### config.mk
export PLATFORM = sky130hd
export DESIGN_NAME = c17_pipe_array
export DESIGN_NICKNAME = d
export VERILOG_FILES = /design/src/rtl/c17_pipe_array.sv
export SDC_FILE = /design/constraint.sdc
export NUM_CORES = 1
export LEC_CHECK = 0
export CORE_AREA = 3 3 125 127
export CTS_CLUSTER_DIAMETER = 200
export DETAILED_ROUTE_END_ITERATION = 12
export DIE_AREA = 0 0 128 130
export SLEW_MARGIN = 20
export SYNTH_ARGS = -nofsm -noshare
export SYNTH_HDL_FRONTEND = slang
export SYNTH_SLANG_ARGS = --single-unit
### constraint.sdc
create_clock -name clk -period 4.1 [get_ports clk]
set_input_delay 1.23 -clock clk [delete_from_list [all_inputs] [get_ports clk]]
set_output_delay 1.23 -clock clk [all_outputs]
set_load 0.005 [all_outputs]
### src/rtl/c17_pipe_array.sv
// c17_pipe_array: LANES-wide bit-sliced c17 with one register per logic level,
// path-balanced so N22/N23 share an input vector, valid/ready with global stall.
module c17_pipe_array #(
    parameter int LANES        = 8,
    parameter int EXTRA_STAGES = 0,
    parameter int CNT_W        = 16
) (
    input  logic             clk,
    input  logic             rst_n,
    input  logic             in_valid,
    output logic             in_ready,
    input  logic [LANES-1:0] N1,
    input  logic [LANES-1:0] N2,
    input  logic [LANES-1:0] N3,
    input  logic [LANES-1:0] N6,
    input  logic [LANES-1:0] N7,
    output logic             out_valid,
    input  logic             out_ready,
    output logic [LANES-1:0] N22,
    output logic [LANES-1:0] N23,
    output logic [CNT_W-1:0] vec_cnt
);

    localparam int NO = EXTRA_STAGES + 1;

    logic             w_stall;
    logic             w_adv;

    logic             r_s1_v;
    logic [LANES-1:0] r_s1_n13;
    logic [LANES-1:0] r_s1_n16;
    logic [LANES-1:0] r_s1_n20;
    logic [LANES-1:0] r_s1_n2;

    logic             r_s2_v;
    logic [LANES-1:0] r_s2_n18;
    logic [LANES-1:0] r_s2_n23;
    logic [LANES-1:0] r_s2_n13;

    // Index 0 is S3; indices 1..EXTRA_STAGES are the plain output delays.
    logic             r_o_v   [NO];
    logic [LANES-1:0] r_o_n22 [NO];
    logic [LANES-1:0] r_o_n23 [NO];

    logic [CNT_W-1:0] r_cnt;

    assign w_stall  = out_valid & ~out_ready;
    assign w_adv    = ~w_stall;
    assign in_ready = w_adv;

    always_ff @(posedge clk or negedge rst_n) begin
        if (!rst_n) begin
            r_s1_v   <= 1'b0;
            r_s1_n13 <= '0;
            r_s1_n16 <= '0;
            r_s1_n20 <= '0;
            r_s1_n2  <= '0;
        end else if (w_adv) begin
            r_s1_v   <= in_valid;
            r_s1_n13 <= N1 & N3;
            r_s1_n16 <= N3 & N6;
            r_s1_n20 <= N2 | N7;
            r_s1_n2  <= N2;
        end
    end

    always_ff @(posedge clk or negedge rst_n) begin
        if (!rst_n) begin
            r_s2_v   <= 1'b0;
            r_s2_n18 <= '0;
            r_s2_n23 <= '0;
            r_s2_n13 <= '0;
        end else if (w_adv) begin
            r_s2_v   <= r_s1_v;
            r_s2_n18 <= r_s1_n2 & ~r_s1_n16;
            r_s2_n23 <= ~r_s1_n16 & r_s1_n20;
            r_s2_n13 <= r_s1_n13;
        end
    end

    always_ff @(posedge clk or negedge rst_n) begin
        if (!rst_n) begin
            for (int i = 0; i < NO; i++) begin
                r_o_v[i]   <= 1'b0;
                r_o_n22[i] <= '0;
                r_o_n23[i] <= '0;
            end
        end else if (w_adv) begin
            r_o_v[0]   <= r_s2_v;
            r_o_n22[0] <= r_s2_n13 | r_s2_n18;
            r_o_n23[0] <= r_s2_n23;
            for (int i = 1; i < NO; i++) begin
                r_o_v[i]   <= r_o_v[i-1];
                r_o_n22[i] <= r_o_n22[i-1];
                r_o_n23[i] <= r_o_n23[i-1];
            end
        end
    end

    always_ff @(posedge clk or negedge rst_n) begin
        if (!rst_n) begin
            r_cnt <= '0;
        end else if (out_valid & out_ready) begin
            r_cnt <= r_cnt + CNT_W'(1);
        end
    end

    assign out_valid = r_o_v[EXTRA_STAGES];
    assign N22       = r_o_n22[EXTRA_STAGES];
    assign N23       = r_o_n23[EXTRA_STAGES];
    assign vec_cnt   = r_cnt;

endmodule

# Yosys cells after proc, flatten, opt, wreduce, memory -nomap -nowiden
# Cells that the tools add are included.
# word_totals
input_bits,44
rom_bits,0
wordCells,25
latch_bits,0
reg_bits,91
n_memories,0
mem_bits_rw,0
# classes
div,0
n_mul,0
n_mux,0
magnitude_cmp,0
add_sub_neg,1
bitwise_logic,11
n_eq_ne,0
shift,0
reduce_logical,0
# op_table
op,count
$and A8 B8 Y8,4
$add A16 B1 Y16 const B,1
$or A8 B8 Y8,2
$not A8 Y8,1
$and A1 B1 Y1,2
$not A1 Y1,2

# Depth between registers and ports, before layout
# Gate-level depths: netlist of run 1.
# logic_depth
word_depth,3
ltp_mapped,6
mapped_depth_nobuf,4

# Least setup slack after synthesis of run 1
# No wires, ideal clock.
# synth_timing
path_kind,input to output
startpoint,input port out_ready
endpoint,output port in_ready
t_arrival_ns,1.668
path_buffers,2
t_required_ns,2.870
path_stages,4
slack_ns,1.202
path_cell_list,nor2b_1 buf_4 inv_4 buf_6
# synth_between
elab_chain_cells,3
# synth_rtl
item,line,source
"start, declared",18,"input logic out_ready,"
$not A1 Y1,47,assign w_stall = out_valid & ~out_ready;
$and A1 B1 Y1,47,
$not A1 Y1,48,assign w_adv = ~w_stall;
"end, declared",11,"output logic in_ready,"
# No other way between the ends.

# Final worst setup path of run 1
# Ends and elaborated chain as after synthesis.

==> metrics.json, run 1 <==
{
  "run_status": {"value": "completed"},
  "multi_input_area": {"value": 0.001275, "unit": "mm^2"},
  "cts_resized": {"value": 0},
  "drt.antenna.violating_nets": {"value": 0},
  "timing.final.setup_violations": {"value": 0},
  "cts.path.max_buffers": {"value": 2},
  "leading_register_cell_type_out_of_synthesis": {"value": "sky130_fd_sc_hd__dfrtp_1"},
  "cap_violations": {"value": 0},
  "required": {"value": 2.87, "unit": "ns"},
  "static-leakage-power": {"value": 2.101, "unit": "nW"},
  "cts.repair_timing.setup_buffer_count": {"value": 0},
  "clk_root_buffer_cell": {"value": "sky130_fd_sc_hd__clkbuf_16"},
  "holdBufCountCts": {"value": 0},
  "summed_instance_area_of_the_synthesized_netlist": {"value": 0.003632, "unit": "mm^2"},
  "power.total": {"value": 2.816, "unit": "mW"},
  "ys_top_cells_by_count": {"value": "91 x sky130_fd_sc_hd__dfrtp_1, 68 x sky130_fd_sc_hd__nand2_1, 48 x sky130_fd_sc_hd__o21ai_0"},
  "worst_path_cell_trace": {"value": "clkdlybuf4s50_1, nor2b_4, inv_4, clkdlybuf4s50_1"},
  "wirelength": {"value": 7296, "unit": "um"},
  "cp_top_family": {"value": "buffers and inverters"},
  "floorplan.rows": {"value": 44},
  "critical_path.endpoint_type": {"value": "output pin"},
  "layout.area.seq": {"value": 0.002277, "unit": "mm^2"},
  "fin_crit": {"value": 3.683, "unit": "ns"},
  "worstPathMaxFanout": {"value": 4},
  "nFillCells": {"value": 1491},
  "antenna-diode-count": {"value": 0},
  "final_max_slew_viol_count": {"value": 0},
  "detail_route.wl_per_cell": {"value": 12.51, "unit": "um"},
  "holdCritPathClass": {"value": "register to register"},
  "dp_hpwl": {"value": 5022, "unit": "um"},
  "clock_sink_count": {"value": 91},
  "number_of_flip_flops_and_latches_in_the_synthesized_netlist": {"value": 91},
  "tns": {"value": 0, "unit": "ns"},
  "drt_first_pass_iters": {"value": 4},
  "synth-warning-count": {"value": 0},
  "first_pass_grt_wire_length": {"value": 12110, "unit": "um"},
  "fin_util": {"value": 33.69, "unit": "%"},
  "worst_r2r_endpoint": {"value": "N23[3]$_DFFE_PN0N_"},
  "post-place-cells": {"value": 567},
  "most_common_cell_type_on_the_critical_path": {"value": "sky130_fd_sc_hd__clkdlybuf4s50_1"},
  "synth-seq-area-share": {"value": 62.69, "unit": "%"},
  "cpMaxStageDelayCell": {"value": "sky130_fd_sc_hd__clkdlybuf4s50_1"},
  "via_count_of_the_first_global_routing_pass": {"value": 2364},
  "floorplan.initialDensity": {"value": 24.99, "unit": "%"},
  "power.density_cell_area": {"value": 575.2, "unit": "mW/mm^2"},
  "num_vias": {"value": 2426},
  "stdcell_count": {"value": 583},
  "worst_margin_slew": {"value": 0.9299, "unit": "ns"},
  "grt_start_max_net_pins": {"value": 107},
  "postSynthNetCount": {"value": 361},
  "initial_antenna_violation_count": {"value": 0},
  "period_share": {"value": 89.83, "unit": "%"},
  "synth_top_area_cell": {"value": "sky130_fd_sc_hd__dfrtp_1"},
  "avgSynthCellArea": {"value": 11.49, "unit": "um^2"},
  "max-slew-margin-rel": {"value": 38.01, "unit": "%"},
  "track_usage": {"value": 9.363, "unit": "%"},
  "hold_violations": {"value": 0},
  "synth_top_cell_area_share": {"value": 62.69, "unit": "%"},
  "worstSkewPairLatency": {"value": 0.34, "unit": "ns"},
  "fmaxAchievable": {"value": 271.5, "unit": "MHz"},
  "remaining_drc_errors": {"value": 0},
  "critical_path.max_stage_delay": {"value": 0.58, "unit": "ns"},
  "worst-path-stages": {"value": 4},
  "yosysUniqueCellTypes": {"value": 22},
  "synth_top_cells_by_area": {"value": "sky130_fd_sc_hd__dfrtp_1 63%, sky130_fd_sc_hd__nand2_1 7.0%, sky130_fd_sc_hd__o21ai_0 6.6%"},
  "die_x": {"value": 128, "unit": "um"},
  "gp_congestion": {"value": 0.7093},
  "floorplan.core_area": {"value": 0.01453, "unit": "mm^2"},
  "cts.clk_slew.worst_paths": {"value": 0.07, "unit": "ns"},
  "worst_setup_path_category": {"value": "primary input to output pin"},
  "most_used_standard_cell_by_instance_count_after_synthesis": {"value": "sky130_fd_sc_hd__dfrtp_1"},
  "grt_setup_unrepaired": {"value": "no"},
  "timing.rr.start": {"value": "out_valid$_DFFE_PN0N_"},
  "rr_worst_depth": {"value": 3},
  "route.detailed.vias_per_inst": {"value": 4.161},
  "worst-path-buf-inv": {"value": 3},
  "grt_remaining_overflow": {"value": 0},
  "cts_buffers": {"value": 9},
  "drive_above_1_share": {"value": 13.28, "unit": "%"},
  "area_growth_syn_to_layout": {"value": 34.79, "unit": "%"},
  "timing.critical_path.arrival": {"value": 2.45, "unit": "ns"},
  "critical_path.startpoint_type": {"value": "primary input"},
  "boundaryPins": {"value": 78},
  "synth_enable_flop_cells": {"value": 0},
  "timing.hold.ws": {"value": 0.4677, "unit": "ns"},
  "die_y": {"value": 130, "unit": "um"},
  "htree_levels": {"value": 3},
  "fin_skew": {"value": 0.007140, "unit": "ns"},
  "io_buffer_count": {"value": 77},
  "dr.first_iter.drc_count": {"value": 105},
  "critPathLaunch": {"value": "out_ready"},
  "regToRegSetupSlack": {"value": 2.20, "unit": "ns"},
  "synthArstFlopShare": {"value": 100.0, "unit": "%"},
  "cts_tree": {"value": "done"},
  "die_area": {"value": 0.01664, "unit": "mm^2"},
  "crit_end": {"value": "in_ready"},
  "final_net_count": {"value": 439},
  "worst_ir_drop_vdd": {"value": 314.3, "unit": "uV"},
  "netlist_instances": {"value": 316}
}
## logic make-up after synthesis
family	after synthesis	share of synthesized area, %
AO/OA/AOI/OAI	48	6.614
buffers and inverters	14	2.411
adder cells (fa/ha/maj)	1	0.3444
flip-flops	91	62.69
AND/OR/NAND/NOR	120	15.12
multiplexers	27	9.198
XOR/XNOR	15	3.617
## how the worst min path moves through the flow
| stage | slack [ns] | to | cells after the start | start |
|---|---|---|---|---|
| 5_1_grt | 0.49 | out_valid$_DFFE_PN0N_ | 1 | r_s2_v$_DFFE_PN0N_ |
| 2_1_floorplan | 0.43 | out_valid$_DFFE_PN0N_ | 1 | r_s2_v$_DFFE_PN0N_ |
| 4_1_cts | 0.47 | out_valid$_DFFE_PN0N_ | 1 | r_s2_v$_DFFE_PN0N_ |
| 3_3_place_gp | 0.44 | out_valid$_DFFE_PN0N_ | 1 | r_s2_v$_DFFE_PN0N_ |
| 6_report | 0.47 | out_valid$_DFFE_PN0N_ | 1 | r_s2_v$_DFFE_PN0N_ |
| 3_5_place_dp | 0.45 | out_valid$_DFFE_PN0N_ | 1 | r_s2_v$_DFFE_PN0N_ |
## layer usage
| metal | routed length [um] | global-route usage (%) | vias to the layer above |
|---|---|---|---|
| met5 | 0 | 0 | - |
| met4 | 86 | 2.996 | 0 |
| met3 | 432 | 3.930 | 8 |
| met2 | 3314 | 13.68 | 62 |
| met1 | 3464 | 12.62 | 1149 |
| li1 | - | - | 1207 |
## placed cells by master, fill, tap and decap left out
master / netlist / layout
sky130_fd_sc_hd__dfrtp_1: 91 / 91
sky130_fd_sc_hd__clkdlybuf4s50_1: 0 / 76
sky130_fd_sc_hd__nand2_1: 68 / 68
sky130_fd_sc_hd__o21ai_0: 48 / 48
sky130_fd_sc_hd__mux2_2: 19 / 19
sky130_fd_sc_hd__nand2b_1: 17 / 17
sky130_fd_sc_hd__nor2_1: 16 / 16
sky130_fd_sc_hd__xnor2_1: 14 / 14
sky130_fd_sc_hd__clkbuf_16: 0 / 9
sky130_fd_sc_hd__mux2_4: 8 / 8
sky130_fd_sc_hd__nand3_1: 7 / 7
sky130_fd_sc_hd__and4_4: 3 / 3
sky130_fd_sc_hd__nand4_1: 3 / 3
sky130_fd_sc_hd__buf_4: 6 / 3
sky130_fd_sc_hd__and3_2: 2 / 2
sky130_fd_sc_hd__and3_1: 2 / 2
sky130_fd_sc_hd__clkbuf_8: 0 / 2
sky130_fd_sc_hd__clkinv_4: 0 / 2
sky130_fd_sc_hd__nor2b_4: 0 / 1
sky130_fd_sc_hd__inv_4: 1 / 1
sky130_fd_sc_hd__and2_1: 1 / 1
sky130_fd_sc_hd__xor2_1: 1 / 1
sky130_fd_sc_hd__ha_1: 1 / 1
sky130_fd_sc_hd__clkbuf_1: 4 / 1
sky130_fd_sc_hd__inv_6: 0 / 1
sky130_fd_sc_hd__bufinv_16: 0 / 1
sky130_fd_sc_hd__buf_6: 1 / 1
## worst register-to-register path, delay by kind of cell, from the launching register on
kind | cells | cell delay (ns)
muxes | 1 | 0.46
buffers and inverters | 1 | 0.72
DFF | 1 | 0.40
and+or+nand+nor | 1 | 0.20
## per-stage QoR
step                setup slack (ns)  instance area [um^2]
floorplan                      1.202                  3632
finish                        0.4169                  4896
global placement              0.4203                  4579
detailed placement            0.4184                  4579
global route                  0.3816                  4896
CTS                           0.4125                  4892
## flip-flops by register name, summed over array words and instances (netlist names), 8 cells and up
name,count
r_s2_n18,8
vec_cnt,16
N22,8
N23,8
r_s2_n13,8
r_s1_n13,8
r_s1_n16,8
r_s1_n2,8
r_s2_n23,8
r_s1_n20,8
## cell type report
class | instances | share of cell area (%)
clock inverters | 4 | 1.150
well taps | 184 | 4.702
flip-flops and latches | 91 | 46.51
clock buffers | 12 | 5.239
repair buffers | 80 | 16.23
multi-input cells | 211 | 26.04
inverters | 1 | 0.1278
## power by group
part,internal (mW),switching [mW],leakage (nW)
Clock,0.510,0.348,0.153
Combinational,0.402,0.267,0.816
Sequential,1.14,0.150,1.13
Power figures use the tool's default switching activity.
==> run 2, diff against run 1 <==
--- a/config.mk
+++ b/config.mk
@@ -5,10 +5,10 @@
 export SDC_FILE = /design/constraint.sdc
 export NUM_CORES = 1
 export LEC_CHECK = 0
-export CORE_AREA = 3 3 125 127
+export CORE_AREA = 5 5 127 129
 export CTS_CLUSTER_DIAMETER = 200
 export DETAILED_ROUTE_END_ITERATION = 12
-export DIE_AREA = 0 0 128 130
+export DIE_AREA = 0 0 132 134
 export SLEW_MARGIN = 20
 export SYNTH_ARGS = -nofsm -noshare
 export SYNTH_HDL_FRONTEND = slang
==> run 2 against run 1 <==
Power shrank 0.71%. Non-clock buffer count unchanged. Fmax up 0.55%. Largest cell class unchanged. Largest power group unchanged.
==> metrics.json, run 2 (same netlist as run 1, synthesis figures left out) <==
{
  "drt_first_pass_iters": {"value": 4, "change": "unchanged"},
  "clk_root_buffer_cell": {"value": "sky130_fd_sc_hd__clkbuf_16", "change": "unchanged"},
  "clock_sink_count": {"value": 91, "change": "unchanged"},
  "fin_crit": {"value": 3.663, "unit": "ns", "change": "was 3.683 ns"},
  "track_usage": {"value": 9.236, "unit": "%", "change": "was 9.363%"},
  "power.sequential.fraction": {"value": 46.1, "unit": "%", "change": "was 45.8%"},
  "floorplan.initialDensity": {"value": 24.34, "unit": "%", "change": "was 24.99%"},
  "io_buffer_count": {"value": 77, "change": "unchanged"},
  "antenna-diode-count": {"value": 0, "change": "unchanged"},
  "grt_use_met2": {"value": 13.59, "unit": "%", "change": "was 13.68%"},
  "pwr-share-comb": {"value": 23.7, "unit": "%", "change": "was 23.8%"},
  "groute.layer.met3.usage": {"value": 2.663, "unit": "%", "change": "was 3.930%"},
  "dr.first_iter.drc_count": {"value": 57, "change": "was 105"},
  "worst_hold_path.num_cells": {"value": 1, "change": "unchanged"},
  "post-place-cells": {"value": 571, "change": "was 567"},
  "die_area": {"value": 0.01769, "unit": "mm^2", "change": "was 0.01664 mm^2"},
  "drt.antenna.violating_nets": {"value": 0, "change": "unchanged"},
  "cap_violations": {"value": 0, "change": "unchanged"},
  "critical_path.startpoint_type": {"value": "primary input", "change": "unchanged"},
  "cts_tree": {"value": "done", "change": "unchanged"},
  "globalRoute.busiestLayer": {"value": "met2", "change": "unchanged"},
  "cts.path.max_buffers": {"value": 2, "change": "unchanged"},
  "max-slew-margin-rel": {"value": 38.09, "unit": "%", "change": "was 38.01%"},
  "cts.clk_slew.worst_paths": {"value": 0.06, "unit": "ns", "change": "was 0.07 ns"},
  "cts.repair_timing.setup_buffer_count": {"value": 0, "change": "unchanged"},
  "critical_path.endpoint_type": {"value": "output pin", "change": "unchanged"},
  "p_int": {"value": 2.048, "unit": "mW", "change": "was 2.051 mW"},
  "hold_violations": {"value": 0, "change": "unchanged"},
  "die_y": {"value": 134, "unit": "um", "change": "was 130 um"},
  "power_switching_share": {"value": 26.76, "unit": "%", "change": "was 27.16%"},
  "holdCritStartpoint": {"value": "r_s2_v$_DFFE_PN0N_", "change": "unchanged"},
  "use_met1": {"value": 12.41, "unit": "%", "change": "was 12.62%"},
  "fin_skew": {"value": 0.005613, "unit": "ns", "change": "was 0.007140 ns"},
  "largest_reg_flops": {"value": 16, "change": "unchanged"},
  "wirelength": {"value": 7493, "unit": "um", "change": "was 7296 um"},
  "gp_congestion": {"value": 0.7264, "change": "was 0.7093"},
  "grt_start_max_net_pins": {"value": 107, "change": "unchanged"},
  "worstSkewPairLatency": {"value": 0.34, "unit": "ns", "change": "about the same"},
  "floorplan.rows": {"value": 45, "change": "was 44"},
  "holdCritPathClass": {"value": "register to register", "change": "unchanged"},
  "area_growth_syn_to_layout": {"value": 34.76, "unit": "%", "change": "was 34.79%"},
  "final_net_count": {"value": 439, "change": "unchanged"},
  "dp_hpwl": {"value": 5228, "unit": "um", "change": "was 5022 um"},
  "timing.critical_path.arrival": {"value": 2.43, "unit": "ns", "change": "was 2.45 ns"},
  "timing.rr.start": {"value": "out_valid$_DFFE_PN0N_", "change": "unchanged"},
  "holdPathEnd": {"value": "out_valid$_DFFE_PN0N_", "change": "unchanged"},
  "grt_setup_unrepaired": {"value": "no", "change": "unchanged"},
  "fmaxAchievable": {"value": 273.0, "unit": "MHz", "change": "was 271.5 MHz"},
  "commonest_non_fill_non_tap_cells_in_the_layout": {"value": "91 x sky130_fd_sc_hd__dfrtp_1, 76 x sky130_fd_sc_hd__clkdlybuf4s50_1, 68 x sky130_fd_sc_hd__nand2_1", "change": "unchanged"},
  "worst_setup_path_category": {"value": "primary input to output pin", "change": "unchanged"},
  "holdBufCountCts": {"value": 0, "change": "unchanged"},
  "die_x": {"value": 132, "unit": "um", "change": "was 128 um"},
  "floorplan.core_area": {"value": 0.01492, "unit": "mm^2", "change": "was 0.01453 mm^2"},
  "period_share": {"value": 89.34, "unit": "%", "change": "was 89.83%"},
  "worstPathMaxFanout": {"value": 4, "change": "unchanged"},
  "first_pass_grt_wire_length": {"value": 13110, "unit": "um", "change": "was 12,110 um"},
  "regToRegSetupSlack": {"value": 2.19, "unit": "ns", "change": "was 2.20 ns"},
  "worst_margin_slew": {"value": 0.9287, "unit": "ns", "change": "was 0.9299 ns"},
  "drive_above_1_share": {"value": 13.03, "unit": "%", "change": "was 13.28%"},
  "tns": {"value": 0, "unit": "ns", "change": "unchanged"},
  "power.density_cell_area": {"value": 571.3, "unit": "mW/mm^2", "change": "was 575.2 mW/mm^2"},
  "via_count_of_the_first_global_routing_pass": {"value": 2615, "change": "was 2,364"},
  "detail_route.wl_per_cell": {"value": 12.76, "unit": "um", "change": "was 12.51 um"},
  "final_max_slew_viol_count": {"value": 0, "change": "unchanged"},
  "htree_levels": {"value": 3, "change": "unchanged"},
  "num_vias": {"value": 2433, "change": "was 2,426"},
  "route.detailed.vias_per_inst": {"value": 4.145, "change": "was 4.161"},
  "p_switching": {"value": 748.2, "unit": "uW", "change": "was 764.9 uW"},
  "remaining_drc_errors": {"value": 0, "change": "unchanged"},
  "required": {"value": 2.87, "unit": "ns", "change": "about the same"},
  "worst_r2r_endpoint": {"value": "N23[7]$_DFFE_PN0N_", "change": "was N23[3]$_DFFE_PN0N_"},
  "timing.final.setup_violations": {"value": 0, "change": "unchanged"},
  "boundaryPins": {"value": 78, "change": "unchanged"},
  "clock_power_share": {"value": 30.2, "unit": "%", "change": "was 30.5%"},
  "static-leakage-power": {"value": 2.093, "unit": "nW", "change": "was 2.101 nW"},
  "rr_worst_depth": {"value": 3, "change": "unchanged"},
  "cts_buffers": {"value": 9, "change": "unchanged"},
  "cts_resized": {"value": 0, "change": "unchanged"},
  "run_status": {"value": "completed", "change": "unchanged"},
  "stdcell_count": {"value": 587, "change": "was 583"},
  "layout.cells.most_common": {"value": "sky130_fd_sc_hd__dfrtp_1", "change": "unchanged"},
  "initial_antenna_violation_count": {"value": 0, "change": "unchanged"},
  "grt_remaining_overflow": {"value": 0, "change": "unchanged"},
  "worst_ir_drop_vdd": {"value": 206.2, "unit": "uV", "change": "was 314.3 uV"}
}
run 2: per-layer routing:
layer	part of all wire [%]	vias up
met3	4.9	13
met2	44	62
li1	-	1213
met4	1.8	0
met5	0	-
met1	49	1145
run 2: worst max-delay path by stage:
stage,start,to,slack (ns)
after CTS,out_ready,in_ready,0.41
after floorplan,out_ready,in_ready,1.20
after global placement,out_ready,in_ready,0.42
after detailed placement,out_ready,in_ready,0.42
final,out_ready,in_ready,0.44
after global routing,out_ready,in_ready,0.38
run 2: worst max-delay path: stages:
cell and delay [ns]:
sky130_fd_sc_hd__clkdlybuf4s50_1 0.57, sky130_fd_sc_hd__nor2b_4 0.07, sky130_fd_sc_hd__inv_4 0.07, sky130_fd_sc_hd__clkdlybuf4s50_1 0.50
run 2: power groups by stage:
stage	sequential [mW]	clock (mW)	combinational, mW
6_report	1.29	0.845	0.663
5_1_grt	1.33	0.916	0.743
4_1_cts	1.29	0.880	0.686
3_5_place_dp	1.31	0	0.683
3_3_place_gp	1.30	0	0.671
2_1_floorplan	1.28	0	0.329
run 2: final cells by class:
cell class	instances	area (um^2)
Clock buffer	13	260.3
Inverter	1	6.256
Clock inverter	3	46.29
Fill cell	1524	10030
Multi-Input combinational cell	211	1275
Sequential cell	91	2277
Timing Repair Buffer	80	794.5
Tap cell	188	235.2
run 2: through the flow:
step	area (um^2)	utilization, %	power (mW)	setup slack [ns]	hold slack (ns)
6_report	4895	32.81	2.796	0.4372	0.4578
5_1_grt	4895	32.81	2.988	0.3787	0.4901
4_1_cts	4891	32.78	2.860	0.4117	0.4579
3_5_place_dp	4584	30.73	1.993	0.4239	0.4434
3_3_place_gp	4584	30.73	1.970	0.4170	0.4402
2_1_floorplan	3632	-	1.610	1.202	0.4285
==> run 3, diff against run 2 <==
--- a/config.mk
+++ b/config.mk
@@ -5,6 +5,7 @@
 export SDC_FILE = /design/constraint.sdc
 export NUM_CORES = 1
 export LEC_CHECK = 0
+export CAP_MARGIN = 20
 export CORE_AREA = 5 5 127 129
 export CTS_CLUSTER_DIAMETER = 200
 export DETAILED_ROUTE_END_ITERATION = 12
==> results of run 3 <==
The final DEF is identical to that of run 2; final timing and power are the same.
==> patch (settings of run 3) <==
`CNT_W`: 16 -> 12.
--- a/src/rtl/c17_pipe_array.sv
+++ b/src/rtl/c17_pipe_array.sv
@@ -4,5 +4,5 @@
     parameter int LANES        = 8,
     parameter int EXTRA_STAGES = 0,
-    parameter int CNT_W        = 16
+    parameter int CNT_W        = 12
 ) (
     input  logic             clk,
Ports: changed (resized vec_cnt); port bits go from 78 to 74. The function was not compared with the original's and may differ.
==> patch against run 3 <==
First-iteration DRC count increased by 86%. Final cell count is 3.1% lower. Sequential power shrank 3%. Design area is 4.6% lower. Largest power group unchanged. Sequential share of layout area up 0.075 points. Die area is the same. Worst setup slack worse by 0.039 ns. Sequential cell count decreased by 4. Total power down 1.2%. Routed wire length is 4.4% lower. Area after synthesis fell by 4.5%. Global-route usage shrank 0.43 points.
==> patch: results (changes against run 3) <==
Outcome - completed (unchanged)
Root buf cell - clkbuf_16 (unchanged)
Worst Path Arrival - 2.47 ns (was 2.43 ns)
Combinational power share - 0.241 (was 0.237)
Vias in the first global route - 2526 (was 2615)
Post-DP HPWL - 4910 µm (was 5230 µm)
Unique masters post-synth - 22 (unchanged)
Largest net degree at the start of global routing - 107 (unchanged)
CTS Buffer Depth - 2 (unchanged)
GRT Util Overall - 0.0881 (was 0.0924)
LEAKAGE - 2.01 nW (was 2.09 nW)
Per-cell routed wire length - 12.6 µm (was 12.8 µm)
Nets@finish - 423 (was 439)
Iter 0 DRT Violations - 106 (was 57)
Placed Area - 4370 µm² (was 4580 µm²)
1st-pass router iterations - 5 (was 4)
Least-Margin Pin Slew - 0.953 ns (was 0.929 ns)
# diodes - 0 (unchanged)
VDD IR max - 0.000194 V (was 0.000206 V)
Max stage delay cell, worst path - clkdlybuf4s50_1 (unchanged)
Initial antenna violation count - 0 (unchanged)
Mapped Nets - 350 (was 361)
RD Place Congestion - 0.712 (was 0.726)
Post-synthesis cell count - 305 (was 316)
PortBufs - 73 (was 77)
Critical R2R Launch - out_valid (unchanged)
R2R Setup Slk - 2.12 ns (was 2.19 ns)
WHS Endpoint - out_valid (unchanged)
Worst r2r path cells - 3 (unchanged)
Largest register FFs - 12 (was 16)
Dpl cells - 555 (was 571)
Vias - 2322 (was 2433)
Pre-CTS setup slack - 0.389 ns (was 0.424 ns)
First-pass GRT wire length - 12400 µm (was 13100 µm)
Layout cells sized above 1 - 0.118 (was 0.130)
Hold Crit Depth - 1 (unchanged)
Non-Filler Instances - 569 (was 587)
Seq/Total Area, Yosys - 0.628 (was 0.627)
Critical path's top delay family - buffers and inverters (unchanged)
Clock power frac - 0.305 (was 0.302)
Post-synth top cells - 87 x dfrtp_1, 69 x nand2_1, 48 x o21ai_0, 19 x mux2_2 (was 91 x dfrtp_1, 68 x nand2_1, 48 x o21ai_0, 19 x mux2_2, 17 x nand2b_1)
Crit path max fanout - 5 (was 4)
Clk_skew - 0.00549 ns (was 0.00561 ns)
Internal power - 0.00202 W (was 0.00205 W)
Synth area leaders - dfrtp_1 63%, nand2_1 7.5%, o21ai_0 6.9% (was dfrtp_1 63%, nand2_1 7.0%, o21ai_0 6.6%)
Post-CTS sizing - 0 (unchanged)
Crit-path max cell delay - 0.60 ns (was 0.57 ns)
H-tree Lvls - 3 (unchanged)
==> patch: how the worst max path moves through the flow <==
stage	slack, ns	cells after the start	end
after floorplan	1.22	4	in_ready
after global placement	0.37	4	in_ready
after detailed placement	0.39	4	in_ready
after CTS	0.38	4	in_ready
after global routing	0.33	4	in_ready
final	0.40	4	in_ready
==> patch: cell families (layout without fill, tap and decap cells) <==
group,after synthesis,count (layout),synth area share
mux,27,27,0.0963
compound gates,48,48,0.0693
buf+inv,14,90,0.0263
simple gates,117,117,0.149
fa+ha+maj,1,1,0.00361
xor+xnor,11,11,0.0278
flops,87,87,0.628
==> patch: worst reg2reg max path, cell delays in order (launching register included) <==
cell and delay, ns:
dfrtp_1 0.44, nor2b_4 0.22, buf_4 0.70, mux2_2 0.52
==> patch: per-stage QoR <==
stage	utilization	hold slack, ns	total power, W
3_3_place_gp	0.293	0.446	0.00193
6_report	0.313	0.461	0.00276
3_5_place_dp	0.293	0.458	0.00196
2_1_floorplan	-	0.428	0.00157
5_1_grt	0.313	0.494	0.00296
4_1_cts	0.313	0.471	0.00283
==> patch: layer usage <==
| metal | global-route usage | part of all wire | vias to the layer above |
|---|---|---|---|
| met5 | 0 | 0 | - |
| met4 | 0.0451 | 0.015 | 0 |
| met3 | 0.0308 | 0.050 | 9 |
| met2 | 0.135 | 0.47 | 54 |
| met1 | 0.110 | 0.46 | 1105 |
| li1 | - | - | 1154 |
==> patch: area by class of cell <==
cell class,instances,area (µm²)
Tap cell,188,235
Sequential cell,87,2180
Clock buffer,10,229
Fill cell,1518,10200
Clock inverter,4,72.6
Inverter,1,6.26
Timing Repair Buffer,75,747
Multi-Input combinational cell,204,1200
